## src/rtl/nibbler_io_pkg.sv

```systemverilog
`default_nettype none
// ============================================================================
// Module   : nibbler_io_pkg
// Purpose  : Shared nibble type and default sizing for the nibbler I/O ports.
// Revision : 1.0 - initial release
// ============================================================================
package nibbler_io_pkg;

    typedef logic [3:0] nibble_t;

    localparam int c_DEFAULT_WIDTH = 4;
    localparam int c_DEFAULT_DEPTH = 4;

endpackage
`default_nettype wire

```

## src/rtl/nibble_sync2.sv

```systemverilog
`default_nettype none
// ============================================================================
// Module   : nibble_sync2
// Purpose  : Two-flop synchronizer for a single asynchronous control bit.
// Revision : 1.0 - initial release
// ============================================================================
module nibble_sync2 (
    input  logic clk,
    input  logic reset,
    input  logic d,
    output logic q
);

    logic [1:0] r_sync;

    always_ff @(posedge clk or posedge reset) begin
        if (reset) begin
            r_sync <= 2'b00;
        end else begin
            r_sync <= {r_sync[0], d};
        end
    end

    assign q = r_sync[1];

endmodule
`default_nettype wire

```

## src/rtl/nibble_in_port.sv

```systemverilog
`default_nettype none
// ============================================================================
// Module   : nibble_in_port
// Purpose  : Strobe-driven input FIFO feeding the CPU IN instruction.
//            Define NIBBLE_IN_SYNC_EN to pass ext_stb through nibble_sync2.
// Revision : 1.0 - initial release
// ============================================================================
module nibble_in_port
    import nibbler_io_pkg::*;
#(
    parameter int WIDTH = c_DEFAULT_WIDTH,
    parameter int DEPTH = c_DEFAULT_DEPTH
) (
    input  logic                   clk,
    input  logic                   reset,
    input  logic                   ext_stb,
    input  logic [WIDTH-1:0]       ext_data,
    input  logic                   rd_en,
    input  logic                   clr_ovf,
    output logic [WIDTH-1:0]       rd_data,
    output logic                   empty,
    output logic                   full,
    output logic [$clog2(DEPTH):0] count,
    output logic                   overflow
);

    localparam int c_AW = $clog2(DEPTH);
    localparam int c_CW = c_AW + 1;

    logic              w_stb_now;
    logic              w_stb_valid;
    logic              r_stb_prev;
    logic              r_armed;
    logic              w_push;
    logic              w_pop;
    logic              w_push_ok;
    logic              w_drop;
    logic [c_AW-1:0]   r_wr_ptr;
    logic [c_AW-1:0]   r_rd_ptr;
    logic [c_CW-1:0]   r_count;
    logic [c_CW-1:0]   w_count_nxt;
    logic              r_empty;
    logic              r_full;
    logic              r_ovf;
    logic [WIDTH-1:0]  r_mem [DEPTH];

`ifdef NIBBLE_IN_SYNC_EN
    logic [1:0] r_fill;

    nibble_sync2 u_sync (
        .clk   (clk),
        .reset (reset),
        .d     (ext_stb),
        .q     (w_stb_now)
    );

    // Synchronizer output only reflects a real sample once both stages refilled.
    always_ff @(posedge clk or posedge reset) begin
        if (reset) begin
            r_fill <= 2'b00;
        end else begin
            r_fill <= {r_fill[0], 1'b1};
        end
    end

    assign w_stb_valid = r_fill[1];
`else
    assign w_stb_now   = ext_stb;
    assign w_stb_valid = 1'b1;
`endif

    // Edge detection only arms after the strobe is seen low, so a strobe held
    // high across reset release cannot masquerade as a rising edge.
    always_ff @(posedge clk or posedge reset) begin
        if (reset) begin
            r_stb_prev <= 1'b0;
            r_armed    <= 1'b0;
        end else begin
            r_stb_prev <= w_stb_now;
            r_armed    <= r_armed | (w_stb_valid & ~w_stb_now);
        end
    end

    assign w_push    = w_stb_now & ~r_stb_prev & r_armed;
    assign w_pop     = rd_en & ~r_empty;
    assign w_push_ok = w_push & (~r_full | w_pop);
    assign w_drop    = w_push & r_full & ~w_pop;

    always_comb begin
        w_count_nxt = r_count;
        unique case ({w_push_ok, w_pop})
            2'b10:   w_count_nxt = r_count + c_CW'(1);
            2'b01:   w_count_nxt = r_count - c_CW'(1);
            default: w_count_nxt = r_count;
        endcase
    end

    always_ff @(posedge clk or posedge reset) begin
        if (reset) begin
            r_wr_ptr <= '0;
            r_rd_ptr <= '0;
            r_count  <= '0;
            r_empty  <= 1'b1;
            r_full   <= 1'b0;
            r_ovf    <= 1'b0;
        end else begin
            if (w_push_ok) begin
                r_wr_ptr <= r_wr_ptr + c_AW'(1);
            end
            if (w_pop) begin
                r_rd_ptr <= r_rd_ptr + c_AW'(1);
            end
            r_count <= w_count_nxt;
            r_empty <= (w_count_nxt == '0);
            r_full  <= (w_count_nxt == c_CW'(DEPTH));
            if (w_drop) begin
                r_ovf <= 1'b1;
            end else if (clr_ovf) begin
                r_ovf <= 1'b0;
            end
        end
    end

    always_ff @(posedge clk) begin
        if (w_push_ok) begin
            r_mem[r_wr_ptr] <= ext_data;
        end
    end

    assign rd_data  = r_empty ? '0 : r_mem[r_rd_ptr];
    assign empty    = r_empty;
    assign full     = r_full;
    assign count    = r_count;
    assign overflow = r_ovf;

endmodule
`default_nettype wire

```

## config.mk

```make
export PLATFORM = sky130hd
export DESIGN_NAME = nibble_in_port
export DESIGN_NICKNAME = d
export VERILOG_FILES = /design/src/rtl/nibbler_io_pkg.sv /design/src/rtl/nibble_sync2.sv /design/src/rtl/nibble_in_port.sv
export SDC_FILE = /design/constraint.sdc
export NUM_CORES = 1
export LEC_CHECK = 0
export BUFFER_PORTS_ARGS = -buffer_cell sky130_fd_sc_hd__buf_2
export CELL_PAD_IN_SITES_DETAIL_PLACEMENT = 0
export CELL_PAD_IN_SITES_GLOBAL_PLACEMENT = 1
export CORE_UTILIZATION = 25
export DETAILED_ROUTE_END_ITERATION = 12
export PLACE_DENSITY_LB_ADDON = 0.1
export REMOVE_ABC_BUFFERS = 1
export SKIP_CTS_REPAIR_TIMING = 1
export SLEW_MARGIN = 20
export SYNTH_ARGS = -nofsm -noshare
export SYNTH_HDL_FRONTEND = slang
export SYNTH_HIERARCHICAL = 1
export SYNTH_SLANG_ARGS = --single-unit
export TNS_END_PERCENT = 50
```

## constraint.sdc

```tcl
create_clock -name clk -period 6.7 [get_ports clk]
set_input_delay 1.005 -clock clk [delete_from_list [all_inputs] [get_ports clk]]
set_output_delay 1.005 -clock clk [all_outputs]
set_load 0.03 [all_outputs]
```

==> results.md <==
* Largest net degree at the start of global routing at 17
* Port Buf Inserts at 18
* Synth Area in XOR/XNOR at 4.255%
* Total Nets Final at about 120
* Combinational fraction of design power at 36.9%
* Hold Startpoint: r_armed
* Setup violators final at 0
* Reg power frac at 41.8%
* Sequential fraction of the synthesis area at 63.32%
* Largest cells by area after synthesis: edfxtp_1, dfrtp_1, mux4_2
* Drt drc at 0
* Wire length per cell at 11.73 µm
* Initial antenna violation count at 0
* DR vias/cell at 3.888
* Leakage at 0.5900 nW
* Clock-pin slew on the worst setup and hold paths at 100 ps
* Switch Pwr at 223.3 µW
* Cell Chain, Critical Path: mux4_2 -> nor2b_1 -> buf_2
* Area share of the largest cell type after synthesis at 38.91%
* Bufs and invs on worst path at 1
* DRT iter0 DRCs at 15
* Hpwl dp at 1512 µm
* Maximum capacitance violations at 0
* CP required at 5690 ps
* Gate Count Post-Synth at 82
* Total number of vias at 657
* Die area at 5225 µm²
* GRT Overall Usage at 8.918%
* Slew Limit Fails at 0
* Synth Area in Simple Gates at 9.828%
* Hold Crit Class: reg2reg
* Pwr dens at 424.2 nW/µm²
* Worst Path Class, Setup: reg2out
* CP max stage cell: dfrtp_1
* Synthesized area at around 1200 µm²
* Final antenna-violating net count at 0
* Fin crit share at 40.58%
* Worst skew pair latency at between 200 and 300 ps
* Seq. cell area at ~780 µm²
* First-pass GRT wire length at 3263 µm
* Switching share of power at between 30% and 40%
* # fillers at 475
* Post-Synth Adder-Cell Area at 6.687%
* Worst R2R Start: empty
* Status: complete, no violations
* WHS Path Cells at 1
* CTS root buf: clkbuf_8
* Post-synthesis mux area share at 8.207%
* Dpl ws at 3864 ps
* Min cycle time layout at between 2000 and 3000 ps
* Synthesized area per cell at 15.06 µm²
* Pre-antenna DRT Iters at 4
* Multi-input logic area at between 400 and 500 µm²
* GRT overflow at 0
* Unique cell type count in the Yosys netlist at 25
* Crit-path max FO at 6
* Fin Hold WS at 485.9 ps
* Slew HR at about two thirds
* Worst R2R Path Depth at 9
* Startpoint class of the critical path: register
* Commonest non-fill, non-tap cell in the layout: buf_2
* # clock sinks at 28
* Peak supply drop at 0.0001080 V
* Detailed Route WL at 1983 µm
* Setup TNS at 0 ps
* CTS Buf Count at 3
* Core Box Area at 4723 µm²
* RSZ-0062 raised after global routing: false
* Clock tree buffer depth at 2
* Final hold viol count at 0
* H-tree depth at 1
* Die span in x at 72.29 µm
* Die extent in y at 72.29 µm
* Cell row count at 25
* Worst Path Arrival at 1710 ps
* Top delay family on crit path: flip-flops
* Inserted Diodes at 0
* Area added between synthesis and finish at 18.64%
* Compound-Gate Fraction of Synth Area at 3.749%
* Placer Congestion at 0.7491
* Flop and latch count out of synthesis at 28
* Ports at 19
* Clock network fraction of total power at 21.2%
* Critical path depth at 3
* Int Power at 398.2 µW
* Crit path from: r_rd_ptr[0]
* Most frequent cells in the layout: buf_2, edfxtp_1, dfrtp_1
* Crit-path max cell delay at 560 ps
* Share of post-route cells with drive strength above 1 at 29.41%
* Synth area leader: edfxtp_1
* Element type at the critical path end: primary output
* Effective utilization at floorplan at about a quarter
* Vias in the first global route at 609
* Synth warn at 6
* Worst Skew at 11.65 ps
* Largest family of logic cells by synthesized area: simple AND/OR/NAND/NOR gates
* Final Worst Setup Slack at around 4000 ps
* FMAX at 367.8 MHz
* CTS tree: built
* Least-Margin Pin Slew at slightly above 500 ps
[state kept, by name (all words and copies together) (netlist names)]
name	count
count	3
empty	1
full	1
overflow	1
r_armed	1
r_mem	16
r_rd_ptr	2
r_stb_prev	1
r_wr_ptr	2
[power groups by stage]
stage | sequential, mW | combinational, mW | clock [mW]
after CTS | 0.262 | 0.233 | 0.137
after detailed placement | 0.266 | 0.232 | 0
after global placement | 0.266 | 0.233 | 0
after global routing | 0.269 | 0.254 | 0.142
after floorplan | 0.280 | 0.154 | 0
final | 0.260 | 0.230 | 0.132
[final timing paths]
check | end | slack, ps
worst max-delay path | rd_data[2] | 3980
worst min-delay path | r_armed | 490
worst max register to register | empty | 4360
worst min register to register | r_armed | 490
max in group asynchronous | empty | 5600
min in group asynchronous | r_rd_ptr[1] | 740
[final cells by class]
| cell class | instances | share of cell area, % |
|---|---|---|
| Sequential cell | 28 | 53.37 |
| Multi-Input combinational cell | 43 | 27.58 |
| Timing Repair Buffer | 18 | 6.149 |
| Tap cell | 67 | 5.722 |
| Clock buffer | 3 | 2.818 |
| Inverter | 9 | 2.306 |
| Clock inverter | 1 | 2.050 |
[cell usage after synthesis]
| cell type | count |
|---|---|
| a21oi_4 | 1 |
| nand2b_4 | 1 |
| mux4_2 | 4 |
| and3_1 | 1 |
| ha_1 | 5 |
| inv_1 | 9 |
| o22ai_1 | 2 |
| xnor2_1 | 4 |
| nand2b_1 | 2 |
| buf_6 | 1 |
| o31ai_1 | 1 |
| nand3b_1 | 1 |
| fa_1 | 1 |
| nand2_1 | 5 |
| mux2_2 | 1 |
| nand4_1 | 1 |
| dfstp_2 | 1 |
| and2_1 | 4 |
| or3_1 | 1 |
| nor2b_1 | 4 |
| o21ai_0 | 2 |
| clkbuf_1 | 1 |
| edfxtp_1 | 16 |
| xor2_1 | 2 |
| dfrtp_1 | 11 |
[per-stage QoR]
stage | area (µm²) | cells | utilization, % | power [mW]
after floorplan | 1220 | 80 | - | 0.4345
after global placement | 1394 | 165 | 29.51 | 0.4989
after detailed placement | 1394 | 165 | 29.51 | 0.4973
after CTS | 1465 | 169 | 31.02 | 0.6319
after global routing | 1465 | 169 | 31.02 | 0.6659
final | 1465 | 169 | 31.02 | 0.6215
[worst register-to-register path, cell delays in order, from the launching register on]
cell and delay (ps):
dfstp_2 620, nand2b_4 190, a21oi_4 90, inv_1 60, ha_1 170, inv_1 70
fa_1 400, xor2_1 200, or3_1 330, and3_1 170
[cells by family after synthesis]
family	Yosys count
AO/OA/AOI/OAI	6
XOR/XNOR	6
adder cells (fa/ha/maj)	6
buffers and inverters	11
flip-flops	28
multiplexers	5
AND/OR/NAND/NOR	20
[routing by layer]
layer | up-vias | share of wire, % | wire length (µm) | track usage (%)
li1 | 322 | - | - | -
met1 | 318 | 51 | 1019 | 12.91
met2 | 13 | 43 | 847 | 11.73
met3 | 4 | 3.6 | 72 | 2.083
met4 | 0 | 2.2 | 43 | 5.882
met5 | - | 0 | 0 | 0
No activity file was read; power rests on OpenSTA's default activity.
